## config.mk

```make
export PLATFORM = sky130hd
export DESIGN_NAME = alu_req_arbiter
export DESIGN_NICKNAME = d
export VERILOG_FILES = /design/src/rtl/alu_req_arbiter.sv
export SDC_FILE = /design/constraint.sdc
export NUM_CORES = 1
export LEC_CHECK = 0
export CORE_AREA = 2 2 207 209
export CTS_BUF_LIST = sky130_fd_sc_hd__clkbuf_4 sky130_fd_sc_hd__clkbuf_8
export DETAILED_ROUTE_END_ITERATION = 12
export DIE_AREA = 0 0 209 211
export HOLD_SLACK_MARGIN = 0.08
export PLACE_DENSITY = 0.62
export SYNTH_ARGS = -nofsm -noshare
export SYNTH_HDL_FRONTEND = slang
export SYNTH_SLANG_ARGS = --single-unit
```

## constraint.sdc

```tcl
create_clock -name clk -period 2.2 [get_ports clk]
set_input_delay 0.22 -clock clk [delete_from_list [all_inputs] [get_ports clk]]
set_output_delay 0.22 -clock clk [all_outputs]
set_load 0.03 [all_outputs]
```

## src/rtl/alu_req_arbiter.sv

```systemverilog
`timescale 1ns/1ps
// Shares one ALU between two requesters with round-robin arbitration. One op is in
// flight at a time, and its result is returned with the requester id over a valid/ready channel.
module alu_req_arbiter #(
  parameter int WIDTH      = 64,
  parameter int MULDIV_LAT = 4
) (
  input  logic             clk,
  input  logic             rst,
  input  logic             req0_valid,
  output logic             req0_ready,
  input  logic [4:0]       req0_opcode,
  input  logic [WIDTH-1:0] req0_a,
  input  logic [WIDTH-1:0] req0_b,
  input  logic             req1_valid,
  output logic             req1_ready,
  input  logic [4:0]       req1_opcode,
  input  logic [WIDTH-1:0] req1_a,
  input  logic [WIDTH-1:0] req1_b,
  output logic [4:0]       alu_opcode,
  output logic [WIDTH-1:0] alu_a,
  output logic [WIDTH-1:0] alu_b,
  input  logic [WIDTH-1:0] alu_y,
  output logic             rsp_valid,
  input  logic             rsp_ready,
  output logic             rsp_id,
  output logic [WIDTH-1:0] rsp_data,
  output logic             rsp_err,
  output logic             busy
);

  localparam logic [4:0] OP_MUL = 5'b01100;
  localparam logic [4:0] OP_DIV = 5'b10010;
  localparam logic [4:0] OP_REM = 5'b10100;
  localparam int CW = (MULDIV_LAT > 1) ? $clog2(MULDIV_LAT) : 1;
  localparam logic [CW-1:0] CNT_LAST = CW'(MULDIV_LAT - 1);

  typedef enum logic [1:0] {IDLE, EXEC, RESP} state_t;

  state_t           state;
  state_t           state_nxt;
  logic             rr_ptr;
  logic [CW-1:0]    cnt;
  logic             gnt_valid;
  logic             gnt_id;
  logic [4:0]       sel_op;
  logic [WIDTH-1:0] sel_a;
  logic [WIDTH-1:0] sel_b;
  logic             sel_legal;
  logic             sel_divz;
  logic             exec_done;

  function automatic logic op_legal(input logic [4:0] op);
    return (op <= 5'b01110) || (op == 5'b10000) || (op == 5'b10001) ||
           (op == OP_DIV) || (op == OP_REM);
  endfunction

  function automatic logic op_multi(input logic [4:0] op);
    return (op == OP_MUL) || (op == OP_DIV) || (op == OP_REM);
  endfunction

  // When both requesters contend, rr_ptr picks the winner; a lone requester always wins.
  always_comb begin
    gnt_valid = 1'b0;
    gnt_id    = 1'b0;
    if (state == IDLE) begin
      if (req0_valid && req1_valid) begin
        gnt_valid = 1'b1;
        gnt_id    = rr_ptr;
      end else if (req0_valid || req1_valid) begin
        gnt_valid = 1'b1;
        gnt_id    = req1_valid;
      end
    end
  end

  assign req0_ready = gnt_valid && !gnt_id;
  assign req1_ready = gnt_valid && gnt_id;
  assign sel_op     = gnt_id ? req1_opcode : req0_opcode;
  assign sel_a      = gnt_id ? req1_a : req0_a;
  assign sel_b      = gnt_id ? req1_b : req0_b;
  assign sel_legal  = op_legal(sel_op);
  assign sel_divz   = ((sel_op == OP_DIV) || (sel_op == OP_REM)) && (sel_b == '0);
  assign exec_done  = !op_multi(alu_opcode) || (cnt == CNT_LAST);

  always_ff @(posedge clk) begin
    if (rst) state <= IDLE;
    else     state <= state_nxt;
  end

  always_comb begin
    state_nxt = state;
    unique case (state)
      IDLE: begin
        if (gnt_valid) begin
          if (!sel_legal || sel_divz) state_nxt = RESP;
          else                        state_nxt = EXEC;
        end
      end
      EXEC:    if (exec_done) state_nxt = RESP;
      RESP:    if (rsp_ready) state_nxt = IDLE;
      default: state_nxt = IDLE;
    endcase
  end

  always_comb begin
    rsp_valid = (state == RESP);
    busy      = (state != IDLE);
  end

  // Errors are resolved at accept time so they skip the ALU; illegal opcodes leave alu_* untouched.
  always_ff @(posedge clk) begin
    if (rst) begin
      rr_ptr     <= 1'b0;
      cnt        <= '0;
      alu_opcode <= '0;
      alu_a      <= '0;
      alu_b      <= '0;
      rsp_id     <= 1'b0;
      rsp_data   <= '0;
      rsp_err    <= 1'b0;
    end else begin
      case (state)
        IDLE: begin
          if (gnt_valid) begin
            rr_ptr <= ~gnt_id;
            rsp_id <= gnt_id;
            cnt    <= '0;
            if (!sel_legal) begin
              rsp_data <= '0;
              rsp_err  <= 1'b1;
            end else begin
              alu_opcode <= sel_op;
              alu_a      <= sel_a;
              alu_b      <= sel_b;
              if (sel_divz) begin
                rsp_err  <= 1'b1;
                rsp_data <= (sel_op == OP_DIV) ? '1 : sel_a;
              end
            end
          end
        end
        EXEC: begin
          if (exec_done) begin
            rsp_data <= alu_y;
            rsp_err  <= 1'b0;
          end else begin
            cnt <= cnt + CW'(1);
          end
        end
        default: ;
      endcase
    end
  end

endmodule

```

==> results.md, run 1 <==
- CTS root buf: clkbuf_8
- Crit-path cells: clkdlybuf4s50_1, nor4_1, nand4_1, nor3_2, a21oi_2, o21ai_4, buf_12, buf_12, mux2i_1
- GRT Overall Usage: 0.208
- Critical Path Max Stage Delay: 0.59 ns
- Tcrit/Tclk final: 1.02
- RSZ-0062 raised after global routing: yes
- # nets final: 2246
- Failing checks: negative setup slack
- Die area: 44100 um2
- # fillers: 4182
- # port buffers: 537
- Setup crit start kind: input port
- Post-DR wirelength/cell: 19.3 um
- Final WS setup: -0.0495 ns
- Skew final: 0.0194 ns
- Area of the multi-input gates: 5270 um2
- Max-Slew Margin vs Limit: 0.529
- Largest net degree at the start of global routing: 69
- Lkg Pwr: 6.95 nW
- Worst hold slack: 0.246 ns
- Worst skew pair latency: 0.58 ns
- Worst-Margin Slew: 0.706 ns
- DP Wirelength: 36.5 mm
- Worst min-delay path category: input port to register
- Vias in the first global route: 11980
- Sequential cell area: 4090 um2
- Crit path max fanout: 13
- Synth area leaders: dfxtp_1, nand2_1, nor3_1, mux2i_1, a311oi_1
- Placer congestion estimate: 0.899
- Unique cell type count in the Yosys netlist: 45
- DR vias/cell: 4.84
- Via count: 11970
- EDFF count, synth: 0
- Die W: 209 um
- Max-slew violations: 0
- Top cells by count, synth: nand2_1, dfxtp_1, nor2_1
- Critical path arrival: 2.74 ns
- CTS tree: yes
- Global-route wire length before repair: 70.6 mm
- Cell Area, Synth: 9750 um2
- CTS H-tree depth: 2
- Setup_tns: -0.526 ns
- Final Setup Violations: 31
- Routed Antenna Nets: 0
- Crit path max-delay cell type: nor4_1
- Crit path top cell by count: buf_12
- Crit end category: register
- GRT overflow: 0
- Yosys top cell by area: dfxtp_1
- Syn_area_per_cell: 7.62 um2
- Num CTS Buffers: 40
- Synth Flop Type: dfxtp_1
- Core area: 41800 um2
- Critical path class: input port to register
- Synth Instances: 1280
- Area growth from synthesis to final layout: 82.9%
- DR pass1 iterations: 5
- Sequential share of the synthesized area: 0.419
- Final core occ: 0.427
- Layout cell share with drive strength beyond 1: 0.137
- Synthesized net count: 1616
- Top-count cell post-synth: nand2_1
- Share of the synthesized area in the top cell type: 0.419
- Final hold violation count: 0
- FP Rows: 75
- Clock tree buffer depth: 3
- Fmax: 445 MHz
- Peak supply drop: 0.389 mV
- CTS clk-pin slew, worst paths: 0.06 ns
- Result of the run: finished with violations
- Clock sink count: 204
- DRT iter0 DRCs: 856
- Pwr dens: 899 nW/um2
- Yosys warning count: 0
- DR DRC count: 0
- Dpl ws: -0.795 ns
- Io pins: 538
- Max cap viols: 0
- Post-synth ARST share: 0
- Initial Util: 0.234
- CP required: 2.69 ns
- Synth Register Bits: 204
- Initial antenna violation count: 3
- WL final: 47.8 mm
- Die height: 211 um
- Post-layout min period: 2.25 ns
## kinds of logic after synthesis
| kind of cell | share of synthesized area |
|---|---|
| AO/OA/AOI/OAI | 0.138 |
| adder cells (fa/ha/maj) | 0.00334 |
| XOR/XNOR | 0.00269 |
| flip-flops | 0.419 |
| buffers and inverters | 0.0539 |
| multiplexers | 0.0671 |
| AND/OR/NAND/NOR | 0.316 |
## worst max-delay path, delay by kind of cell
family / cells / cell delay [ns]
simple gates: 3 / 1.10
mux: 1 / 0.20
buf+inv: 3 / 0.84
compound gates: 2 / 0.36
## where the power goes
| part | leakage (nW) | internal [mW] | switching [mW] |
|---|---|---|---|
| sequential | 1.68 | 4.37 | 0.378 |
| combinational | 4.83 | 3.17 | 4.02 |
| clock | 0.438 | 2.39 | 1.71 |
## stage by stage
step	instance area (um2)	total power [mW]	cells
after floorplan	9750	8.41	1280
after global placement	16800	11.8	2397
after detailed placement	16800	11.9	2397
after CTS	17700	16.1	2466
after global routing	17800	16.8	2474
final	17800	16.0	2474
## worst paths after layout
check / start / cells past startpoint / slack, ns / end
max: req0_b[43] / 9 / -0.05 / rsp_data[51]
min: req0_b[3] / 3 / 0.25 / alu_b[3]
max reg2reg: state[0] / 9 / 0 / rsp_data[51]
min reg2reg: rsp_data[2] / 2 / 0.46 / rsp_data[2]
## cell usage in the layout (no fill, tap or decap), types with 14 or more instances in the layout
master / instances
mux2i_1: 64
clkdlybuf4s50_1: 532
o221ai_1: 64
nor3_1: 133
buf_12: 24
a311oi_1: 69
clkbuf_4: 14
nor4_1: 27
nor2_1: 137
clkbuf_8: 47
nand2_1: 400
buf_4: 133
dfxtp_1: 197
## metal layers
| metal | GRT usage | up-vias | part of all wire |
|---|---|---|---|
| met3 | 0.0552 | 103 | 0.073 |
| met5 | 0 | - | 0 |
| li1 | - | 5780 | - |
| met2 | 0.371 | 521 | 0.50 |
| met4 | 0.0963 | 0 | 0.038 |
| met1 | 0.230 | 5566 | 0.38 |
## flip-flops by register name (all words and copies together), names as in the netlist
| signal | count |
|---|---|
| alu_a | 64 |
| alu_b | 64 |
| alu_opcode | 5 |
| cnt | 2 |
| rr_ptr | 1 |
| rsp_data | 64 |
| rsp_err | 1 |
| rsp_id | 1 |
| state | 2 |
## layout make-up
cell class                 count  share of cell area
inverter                       3             0.00105
antenna                        2            0.000281
timing repair buffer         701               0.390
clock buffer                  61              0.0422
sequential                   204               0.229
tap                          539              0.0378
clock inverter                 4             0.00393
multi-input combinational    960               0.296
## timing repair
| action | in CTS | in global routing |
|---|---|---|
| setup endpoints to repair | 116 | 67 |
| gates cloned | 0 | 1 |
| resized for setup | 26 | 14 |
| pin swaps | 1 | 6 |
| endpoints found under the hold margin | 12 | 0 |
| setup buffers | 3 | 5 |
| hold buffers | 1 | 0 |
(Power assumes the default switching activity.)
==> inputs of run 2 (changes only) <==
--- a/config.mk
+++ b/config.mk
@@ -9,7 +9,7 @@
 export CTS_BUF_LIST = sky130_fd_sc_hd__clkbuf_4 sky130_fd_sc_hd__clkbuf_8
 export DETAILED_ROUTE_END_ITERATION = 12
 export DIE_AREA = 0 0 209 211
-export HOLD_SLACK_MARGIN = 0.08
+export HOLD_SLACK_MARGIN = 0.1
 export PLACE_DENSITY = 0.62
 export SYNTH_ARGS = -nofsm -noshare
 export SYNTH_HDL_FRONTEND = slang
==> results of run 2 <==
The final DEF is identical to that of run 1; final timing and power are the same.
==> inputs of run 3 (changes only) <==
--- a/config.mk
+++ b/config.mk
@@ -10,7 +10,8 @@
 export DETAILED_ROUTE_END_ITERATION = 12
 export DIE_AREA = 0 0 209 211
 export HOLD_SLACK_MARGIN = 0.1
-export PLACE_DENSITY = 0.62
+export PLACE_DENSITY_LB_ADDON = 0.08
 export SYNTH_ARGS = -nofsm -noshare
 export SYNTH_HDL_FRONTEND = slang
 export SYNTH_SLANG_ARGS = --single-unit
+export TNS_END_PERCENT = 5
==> run 3 against run 2 <==
Effect of this change:
- the flow now finishes without violations
- register-to-register slack hardly changed
- via count down 1.9%
- total power grew 3.1%
- first-iteration DRC count decreased by 25%
- count of clock-buffer cells in the layout increased by 1
- utilization rose by 0.63 points
- clock skew decreased by 0.0085 ns
- final area increased by 1.5%
- worst setup slack gained 0.064 ns
- combinational power is 2% higher
- flip-flop and latch count unchanged
==> results.md, run 3 (same netlist as run 1, synthesis figures left out) <==
- GRT overflow: 0
- # port buffers: 537
- Hold Path Origin: rst
- Flop pwr share: 0.287
- Global-route wire length before repair: 74.4 mm
- Max-slew violations: 0
- Layout cell share with drive strength beyond 1: 0.140
- GRT Overall Usage: 0.221
- Logic pwr share: 0.443
- Biggest registers after layout: alu_a x64, alu_b x64, rsp_data x64
- RSZ-0062 raised after global routing: yes
- Vias in the first global route: 11983
- CP startpoint: cnt[1]
- Clock tree buffer depth: 3
- CTS Hold Bufs: 0
- Num CTS Buffers: 42
- Setup crit start kind: register
- Max cap viols: 0
- Fmax: 458 MHz
- Clock Power Share: 0.269
- DR DRC count: 0
- Most common cell after layout, fill and taps aside: clkdlybuf4s50_1
- Crit-path leading delay family: simple AND/OR/NAND/NOR gates
- CTS clk-pin slew, worst paths: 0.06 ns
- Die W: 209 um
- Critical path class: register to register
- WL final: 50.8 mm
- Peak supply drop: 0.347 mV
- Worst skew pair latency: 0.57 ns
- Critical path arrival: 2.62 ns
- # fillers: 4235
- DRT iter0 DRCs: 643
- Post-route cell area: 18100 um2
- CP required: 2.64 ns
- Placer congestion estimate: 0.854
- Tcrit/Tclk final: 0.993
- Post-DR wirelength/cell: 20.4 um
- Area post-placement: 16900 um2
- Skew final: 0.0110 ns
- Crit path max-delay cell type: or4b_4
- FP Rows: 75
- Initial Util: 0.234
- Crit end category: register
- Die height: 211 um
- Final core occ: 0.434
- Via count: 11741
- Routed Antenna Nets: 0
- DR pass1 iterations: 7
- Result of the run: finished, final reports clean
- Clock sink count: 204
- Worst r2r src: cnt[1]
- Crit path max fanout: 13
- Core area: 41800 um2
- DR vias/cell: 4.72
- Final hold violation count: 0
- Worst min-delay path category: input port to register
- Die area: 44100 um2
- Worst-Margin Slew: 0.623 ns
- WP buf/inv: 3
- Area growth from synthesis to final layout: 85.6%
- Final Setup Violations: 0
- Post-layout min period: 2.19 ns
- DP Wirelength: 37.4 mm
- Crit path top cell by count: buf_12
- CTS H-tree depth: 2
- Initial antenna violation count: 4
- CTS root buf: clkbuf_8
- Largest net degree at the start of global routing: 89
- # nets final: 2255
- Crit-path cells: ha_4, or4b_4, o32ai_4, buf_6, a211oi_4, nand2b_1, o21ai_4, buf_12, buf_12, mux2i_1
- Commonest non-fill, non-tap cells in the layout: clkdlybuf4s50_1, nand2_1, dfxtp_1, nor2_1, buf_4
- Lkg Pwr: 7.07 nW
- CTS tree: yes
- Critical Path Max Stage Delay: 0.50 ns
- Switching Fraction: 0.377
- Sw Pwr: 6.24 mW
- Max-Slew Margin vs Limit: 0.585
- Io pins: 538
- Final Power: 16.5 mW
- Pwr dens: 913 nW/um2
- Internal power: 10.3 mW
run 3: per-stage QoR:
| stage | TNS (ns) | hold WS, ns | std cells | setup slack, ns |
|---|---|---|---|---|
| floorplan | 0 | 0.379 | 1280 | 0.140 |
| global placement | -80.41 | 0.441 | 2405 | -0.726 |
| detailed placement | -77.55 | 0.449 | 2405 | -0.695 |
| CTS | -0.0603 | 0.148 | 2480 | -0.0603 |
| global route | -3.24 | 0.206 | 2486 | -0.0780 |
| finish | 0 | 0.210 | 2486 | 0.0144 |
run 3: final timing paths:
path / slack, ns / cells past startpoint / end
max: 0.01 / 10 / rsp_data[50]
min: 0.21 / 5 / rsp_data[49]
max reg2reg: 0.01 / 10 / rsp_data[50]
min reg2reg: 0.46 / 2 / rsp_data[19]
run 3: final cells by class:
cell class / count / area [um2] / share of cell area
timing repair buffer: 708 / 7120 / 0.393
multi-input combinational: 960 / 5270 / 0.291
sequential: 204 / 4090 / 0.226
clock buffer: 62 / 803 / 0.0444
tap: 539 / 674 / 0.0373
clock inverter: 9 / 123 / 0.00677
inverter: 3 / 16.3 / 0.000898
antenna: 1 / 2.50 / 0.000138
run 3: power groups by stage:
| stage | Clock (mW) | Combinational, mW | Sequential [mW] |
|---|---|---|---|
| floorplan | 0 | 2.36 | 6.06 |
| global placement | 0 | 7.21 | 4.80 |
| detailed placement | 0 | 7.23 | 4.81 |
| CTS | 4.60 | 7.34 | 4.75 |
| global route | 4.78 | 7.80 | 4.83 |
| finish | 4.45 | 7.33 | 4.75 |
run 3: layer usage:
| layer | share of wire | global-route usage | vias up |
|---|---|---|---|
| met1 | 0.41 | 0.260 | 5410 |
| met3 | 0.081 | 0.0703 | 83 |
| met5 | 0.00093 | 0 | - |
| met2 | 0.48 | 0.378 | 436 |
| met4 | 0.030 | 0.0818 | 6 |
| li1 | - | - | 5806 |
run 3: worst min-delay path: cells and delay by family:
kind            cells  cell delay, ns
compound gates      2            0.13
buf+inv             2            0.29
mux                 1            0.07
run 3: what timing repair did:
action / in CTS / in global routing
pin swaps: 1 / 3
buffers inserted: 3 / 4
hold endpoints to repair: 0 / 0
gates resized for setup: 15 / 11
setup endpoints to repair: 71 / 67
gates cloned: 1 / 1
